`config.mk`:
```
export PLATFORM = sky130hd
export DESIGN_NAME = rr_mux_arbiter
export DESIGN_NICKNAME = d
export VERILOG_FILES = /design/src/rtl/rr_mux_arbiter.sv
export SDC_FILE = /design/constraint.sdc
export NUM_CORES = 1
export LEC_CHECK = 0
export ABC_AREA = 1
export ABC_CLOCK_PERIOD_IN_PS = 1870
export CAP_MARGIN = 20
export CORE_MARGIN = 2
export CORE_UTILIZATION = 35
export CTS_BUF_LIST = sky130_fd_sc_hd__clkbuf_4 sky130_fd_sc_hd__clkbuf_8
export DETAILED_ROUTE_END_ITERATION = 8
export PLACE_DENSITY = 0.85
export SYNTH_ARGS = -nofsm -noshare
export SYNTH_HDL_FRONTEND = slang
export SYNTH_SLANG_ARGS = --single-unit
export TNS_END_PERCENT = 10
```
`constraint.sdc`:
```
create_clock -name clk -period 1.87 [get_ports clk]
set_input_delay 0.561 -clock clk [delete_from_list [all_inputs] [get_ports clk]]
set_output_delay 0.561 -clock clk [all_outputs]
set_load 0.005 [all_outputs]
```
`src/rtl/rr_mux_arbiter.sv`:
```
// rtl/rr_mux_arbiter.sv - four-requester round-robin arbiter driving a shared 4:1 data channel
//
// Purpose:
//   Grants one of four requesters ownership of a shared output channel. The
//   arbiter picks a winner in round-robin order starting at an internal
//   pointer. It keeps the grant until one of three things happens: the owner
//   ends its burst, the owner reaches the beat limit, or the owner drops its
//   request. Every handoff passes through exactly one IDLE cycle.
//
// Ports:
//   clk        in   system clock, rising-edge active
//   rst_n      in   asynchronous active-low reset
//   req        in   [3:0]      per-requester request
//   data       in   [4*DW-1:0] requester data lanes, lane i at [i*DW +: DW]
//   last       in   [3:0]      per-requester end-of-burst flag
//   out_ready  in   downstream ready
//   out_valid  out  shared channel holds a valid beat
//   out_data   out  [DW-1:0]   data of the owning lane (zero when idle)
//   grant      out  [3:0]      one-hot owner, zero when idle
//   sel        out  [1:0]      index of the current or most recent owner
//   busy       out  high while a requester owns the channel

`timescale 1ns/1ps

module rr_mux_arbiter #(
  parameter int DW        = 8,
  parameter int MAX_BEATS = 16
) (
  input  logic            clk,
  input  logic            rst_n,
  input  logic [3:0]      req,
  input  logic [4*DW-1:0] data,
  input  logic [3:0]      last,
  input  logic            out_ready,
  output logic            out_valid,
  output logic [DW-1:0]   out_data,
  output logic [3:0]      grant,
  output logic [1:0]      sel,
  output logic            busy
);

  typedef enum logic {
    IDLE  = 1'b0,
    GRANT = 1'b1
  } state_t;

  // Beat counter value at which the next transfer is the final one allowed.
  localparam logic [3:0] LAST_BEAT = 4'(MAX_BEATS - 1);

  state_t     state_q, state_d;
  logic [1:0] ptr_q,   ptr_d;
  logic [1:0] sel_q,   sel_d;
  logic [3:0] cnt_q,   cnt_d;

  logic       win_found;
  logic [1:0] win_idx;
  logic [1:0] cand;
  logic       owner_req;
  logic       xfer;
  logic       burst_end;

  // Round-robin winner: the first set request bit scanning ptr, ptr+1, ...
  // The 2-bit addition wraps 3 -> 0 on its own.
  always_comb begin
    win_found = 1'b0;
    win_idx   = ptr_q;
    cand      = ptr_q;
    for (int k = 0; k < 4; k++) begin
      cand = ptr_q + 2'(k);
      if (!win_found && req[cand]) begin
        win_found = 1'b1;
        win_idx   = cand;
      end
    end
  end

  // Only the owner's lane matters while granted; the other requesters are
  // ignored until the next arbitration.
  always_comb begin
    owner_req = req[sel_q];
    xfer      = (state_q == GRANT) && owner_req && out_ready;
    // A last flag and the beat limit in the same cycle are still one release.
    burst_end = last[sel_q] || (cnt_q == LAST_BEAT);
  end

  always_comb begin
    state_d = state_q;
    ptr_d   = ptr_q;
    sel_d   = sel_q;
    cnt_d   = cnt_q;
    case (state_q)
      IDLE: begin
        if (win_found) begin
          state_d = GRANT;
          sel_d   = win_idx;
          cnt_d   = 4'd0;
        end
      end
      GRANT: begin
        if (!owner_req) begin
          // Abort: the owner withdrew, no beat moves this cycle.
          state_d = IDLE;
          ptr_d   = sel_q + 2'd1;
        end else if (xfer) begin
          cnt_d = cnt_q + 4'd1;
          if (burst_end) begin
            state_d = IDLE;
            ptr_d   = sel_q + 2'd1;
          end
        end
      end
      default: begin
        state_d = IDLE;
      end
    endcase
  end

  always_ff @(posedge clk or negedge rst_n) begin
    if (!rst_n) begin
      state_q <= IDLE;
      ptr_q   <= 2'd0;
      sel_q   <= 2'd0;
      cnt_q   <= 4'd0;
    end else begin
      state_q <= state_d;
      ptr_q   <= ptr_d;
      sel_q   <= sel_d;
      cnt_q   <= cnt_d;
    end
  end

  // Outputs are decoded from registered state, so an asynchronous reset
  // clears them immediately without waiting for a clock edge.
  always_comb begin
    out_valid = 1'b0;
    out_data  = '0;
    grant     = 4'd0;
    busy      = 1'b0;
    if (state_q == GRANT) begin
      out_valid = owner_req;
      out_data  = data[sel_q*DW +: DW];
      grant     = 4'b0001 << sel_q;
      busy      = 1'b1;
    end
  end

  assign sel = sel_q;

endmodule

```
# Yosys cells after proc, flatten, opt, wreduce, memory -nomap -nowiden
# Index checks and enable logic that the tools add are counted.
word_totals:
  reg_bits: 9
  inputBits: 43
  out_inout_bits: 16
  wordCells: 70
op_classes:
  add_sub_neg: 5
  n_lt_le_gt_ge: 5
  eq_ne: 6
  shifts: 2
  n_mux: 35
  bitwise_logic: 1
  reduce_logical: 12
ops:
  columns: ["op", "count"]
  rows:
  - ["$shiftx A32 B6 Y8", 1]
  - ["$mux W1", 16]
  - ["$mux W4", 4]
  - ["$lt A2 B3 Y1 const B", 5]
  - ["$bmux W1 S2", 6]
  - ["$mux W2", 6]
  - ["$mux W8", 1]
  - ["$ne A2 B1 Y1 const B", 4]
  - ["$pmux W4 S2", 1]
  - ["$reduce_and A3 Y1", 2]
  - ["$logic_and A1 B1 Y1", 5]
  - ["$add A2 B1 Y2 const B", 2]
  - ["$add A2 B2 Y2 const B", 2]
  - ["$add A4 B1 Y4 const B", 1]
  - ["$eq A4 B4 Y1 const B", 1]
  - ["$shl A1 B2 Y4 const A", 1]
  - ["$logic_not A1 Y1", 3]
  - ["$ne A2 B2 Y1 const B", 1]
  - ["$pmux W1 S2", 1]
  - ["$reduce_and A2 Y1", 1]
  - ["$logic_or A1 B1 Y1", 1]
  - ["$not A1 Y1", 1]

# Depth between registers and ports, before layout
depth:
  word_depth: 14
  ltp_mapped: 14
  depth_no_buf: 14

# Worst setup path before layout
# Ideal clock, no wire load.
synth_timing:
  path_kind: "register -> output"
  startpoint: "register sel_q[0] (netlist: sel[0])"
  endpoint: "output out_data[1]"
  t_arrival_ns: 1.231
  required_time_ns: 1.309
  setup_slack_ns: 0.078
  stages_incl_launch_ff: 6
  path_cell_list: "dfrtp_1 > inv_2 > buf_2 > clkbuf_1 > o21ai_0 > a21oi_1"
synth_via:
  elab_chain_cells: 2
synth_lines:
  columns: ["item", "line", "source"]
  rows:
  - ["start, declared", "52", "logic [1:0] sel_q, sel_d;"]
  - ["start signal, assigned", "127", "sel_q <= sel_d;"]
  - ["$shiftx A32 B6 Y8", "141", "out_data = data[sel_q*DW +: DW];"]
  - ["$mux W8", "139", "if (state_q == GRANT) begin"]
  - ["end, declared", "36", "output logic [DW-1:0] out_data,"]
# No other way between the ends.

# Worst setup path after layout
layout_timing:
  startpoint: "register sel_q[0] (netlist: sel[0])"
  endpoint: "output out_valid"
layout_via:
  elab_chain_cells: 3
layout_lines:
  columns: ["item", "line", "source"]
  rows:
  - ["$bmux W1 S2", "80", "owner_req = req[sel_q];"]
  - ["$mux W1 (not written as such)", "80", null]
  - ["$mux W1", "139", null]
  - ["end, declared", "35", "output logic out_valid,"]
# No other way between the ends. The select of a mux whose other input is x is not followed.

==> metrics.md <==
| Metric | Value |
|---|---|
| Status | finished, violations left |
| Failing checks | negative setup slack |
| Slowest CP cell | dfrtp_2 |
| Power Internal | 0.00147 W |
| Worst slew pin tran | 0.441 ns |
| RD Place Congestion | 0.849 |
| Crit path arrival time | 1.44 ns |
| Die width | 60.4 um |
| Psw | 0.00149 W |
| Nets | 321 |
| Reg2reg start | sel[0] |
| Vias in the first global route | 1322 |
| CTS tree | built |
| Reg-to-reg slack, setup | 0.19 ns |
| Synth async-reset ratio | 1.00 |
| CP cell instances | buf_6, buf_4, nand2_1, nand3_2, nand2_4, nor2_4, buf_2 |
| DRT antenna net count | 0 |
| First-pass GRT wire length | 5800 um |
| CP required | about 1.3 ns |
| Core ar. | slightly above 0.003 mm^2 |
| CTS Buf Count | 3 |
| Post-synthesis cell type count | 25 |
| Total power | 0.00296 W |
| Drt first pass iters | 4 |
| Post-route cell area | 0.00199 mm^2 |
| Sink Count | 9 |
| WL per Instance | approximately 12 um |
| Leading cell types in the layout, fill and taps excluded | nand2_1, nor2_1, clkdlybuf4s50_1 |
| Total Wirelength | 3760 um |
| RSZ-0062 raised after global routing | yes |
| Final cycle utilization of the critical path | 1.07 |
| Detailed Place HPWL | 2780 um |
| Cells on worst reg2reg path | 10 |
| Hold violation count in the final report | 0 |
| Family with the most delay on the worst path | flip-flops |
| Pwr Density | about 1500 mW/mm^2 |
| Worst Skew | around 0.0023 ns |
| Post-synth EDFFs | 0 |
| Register Area | 228 um^2 |
| Syn Inst Count | 190 |
| Dominant cell type by area after synthesis | dfrtp_1 |
| Worst-skew pair later-pin latency | roughly 0.27 ns |
| Area of the mapped netlist | 0.00111 mm^2 |
| Setup ws final | -0.134 ns |
| Crit-path max FO | 5 |
| Final setup fails | 12 |
| CP bufs+invs | 3 |
| H-tree depth | 1 |
| Critical path launch point type | flop |
| Cts hold-fix bufs | 0 |
| # rows | 20 |
| Register area share after synthesis | 0.202 |
| Initial antenna violation count | 0 |
| Initial Utilization | 0.365 |
| Rel. slew slack | 0.705 |
| Via count | 1493 |
| Area growth from synthesis to layout | 78.6% |
| Share of layout cells above drive strength 1 | 0.287 |
| Worst hold path type | flop to flop |
| Gr usage total | 0.207 |
| Synth Net Count | 238 |
| Min cycle time layout | around 2.0 ns |
| # IOs | 59 |
| Top_reg_cell synth | dfrtp_1 |
| Ys Warns | 0 |
| Most common cell after layout, fill and taps aside | nand2_1 |
| Largest net degree at the start of global routing | 14 |
| Placed cell areas | 0.00191 mm^2 |
| Antenna cells | 0 |
| Lkg Pwr | 1.04 nW |
| Grt total ovfl | 0 |
| CP peak stage delay | 0.46 ns |
| Reg-to-Reg End | ptr_q[0] |
| Hold Path End | cnt_q[1] |
| Footprint of the multi-input gates | between 800 and 900 um^2 |
| Crit Path Class | flop to output pin |
| Sequential share of power | 0.129 |
| Max-slew violations | 0 |
| Initial DRC Count | 78 |
| Fill cells | around 290 |
| Vias per cell | 4.72 |
| Root Buffer | clkbuf_4 |
| IO buf count | 58 |
| Syn Area/Cell | 5.87 um^2 |
| Clock Path Buffers | 2 |
| # DRC | 0 |
| Fin Hold WS | between 0.5 and 0.6 ns |
| Hold Startpoint | cnt_q[1] |
| Chip height | 60.4 um |
| Clk pwr share | 0.054 |
| Max Fclk | about 500 MHz |
| WHS Path Cells | 2 |
| Sw Share | 0.504 |
| Clock transition at the registers of the reported paths | 0.07 ns |
| Comb pwr share | 0.818 |
| Max IR drop VDD | 743 uV |
| Die area | 0.00365 mm^2 |
| Max-cap viol count | 0 |
| Yosys reg bits | 9 |
| Core Util, Final | 0.652 |
| Post-synth top area share | 0.202 |
| Synth top area cells | dfrtp_1, nand2_1, nor2_1 |
| Worst setup EP type | output pin |
state kept, by name, summed over array words and instances (netlist names):
name     cells
sel          2
ptr_q        2
cnt_q        4
state_q      1
layout make-up:
cell class              count  area share
inverters                  14      0.0277
well taps                  44      0.0277
clock buffers               3      0.0113
multi-input cells         159       0.436
clock inverters             1     0.00251
repair buffers             86       0.381
flip-flops and latches      9       0.114
synthesized netlist by cell type, drive strengths merged (2+ instances only):
cell and count:
inv 14, dfrtp 9, nand2 62, clkbuf 3
o21ai 22, a21oi 9, o211ai 2, ha 5
nor2 43, xor2 2, nand4 3, buf 5
nand3 8
logic make-up after synthesis:
group / synth area share
and+or+nand+nor: 0.475
buffers and inverters: 0.0819
AOI/OAI and AO/OA: 0.169
adders and majority gates: 0.0561
xor gates and xnor gates: 0.0157
DFF: 0.202
tightest hold or removal path: stages (launching register included):
cell and delay, ns:
dfrtp_1 0.38, nand2_1 0.06, nand2_1 0.05
metal layers:
layer / up-vias / track usage / wire (um)
met1: 680 / 0.277 / 1600
li1: 769 / - / -
met4: 0 / 0.0621 / 37
met2: 39 / 0.354 / 1980
met5: - / 0 / 0
met3: 5 / 0.0192 / 146
power by group through the flow:
stage | Clock (W) | Sequential [W] | Combinational (W)
6_report | 0.000159 | 0.000382 | 0.00242
5_1_grt | 0.000170 | 0.000396 | 0.00270
4_1_cts | 0.000161 | 0.000373 | 0.00232
3_5_place_dp | 0 | 0.000367 | 0.00233
3_3_place_gp | 0 | 0.000363 | 0.00228
2_1_floorplan | 0 | 0.000352 | 0.00131
through the flow:
stage	std cells	TNS [ns]	worst slack, ns
2_1_floorplan	190	0	0.0778
3_3_place_gp	307	-7.21	-0.693
3_5_place_dp	307	-7.57	-0.680
4_1_cts	315	-1.04	-0.120
5_1_grt	316	-1.76	-0.202
6_report	316	-0.804	-0.134
how the worst max path moves through the flow:
stage / from / to / slack, ns / cells past startpoint
2_1_floorplan: sel[0] / out_data[1] / 0.08 / 5
5_1_grt: sel[0] / out_valid / -0.20 / 7
6_report: sel[0] / out_valid / -0.13 / 7
3_5_place_dp: req[1] / out_valid / -0.68 / 6
3_3_place_gp: req[1] / out_valid / -0.69 / 6
4_1_cts: data[6] / out_data[6] / -0.12 / 6
repair_timing:
item                                   in CTS  in global routing
setup endpoints to repair                  18                 20
endpoints found under the hold margin       0                  0
resized for setup                         100                 15
buffers inserted                            6                  1
pin swaps                                  28                 11
No activity file was read; power rests on OpenSTA's default activity.
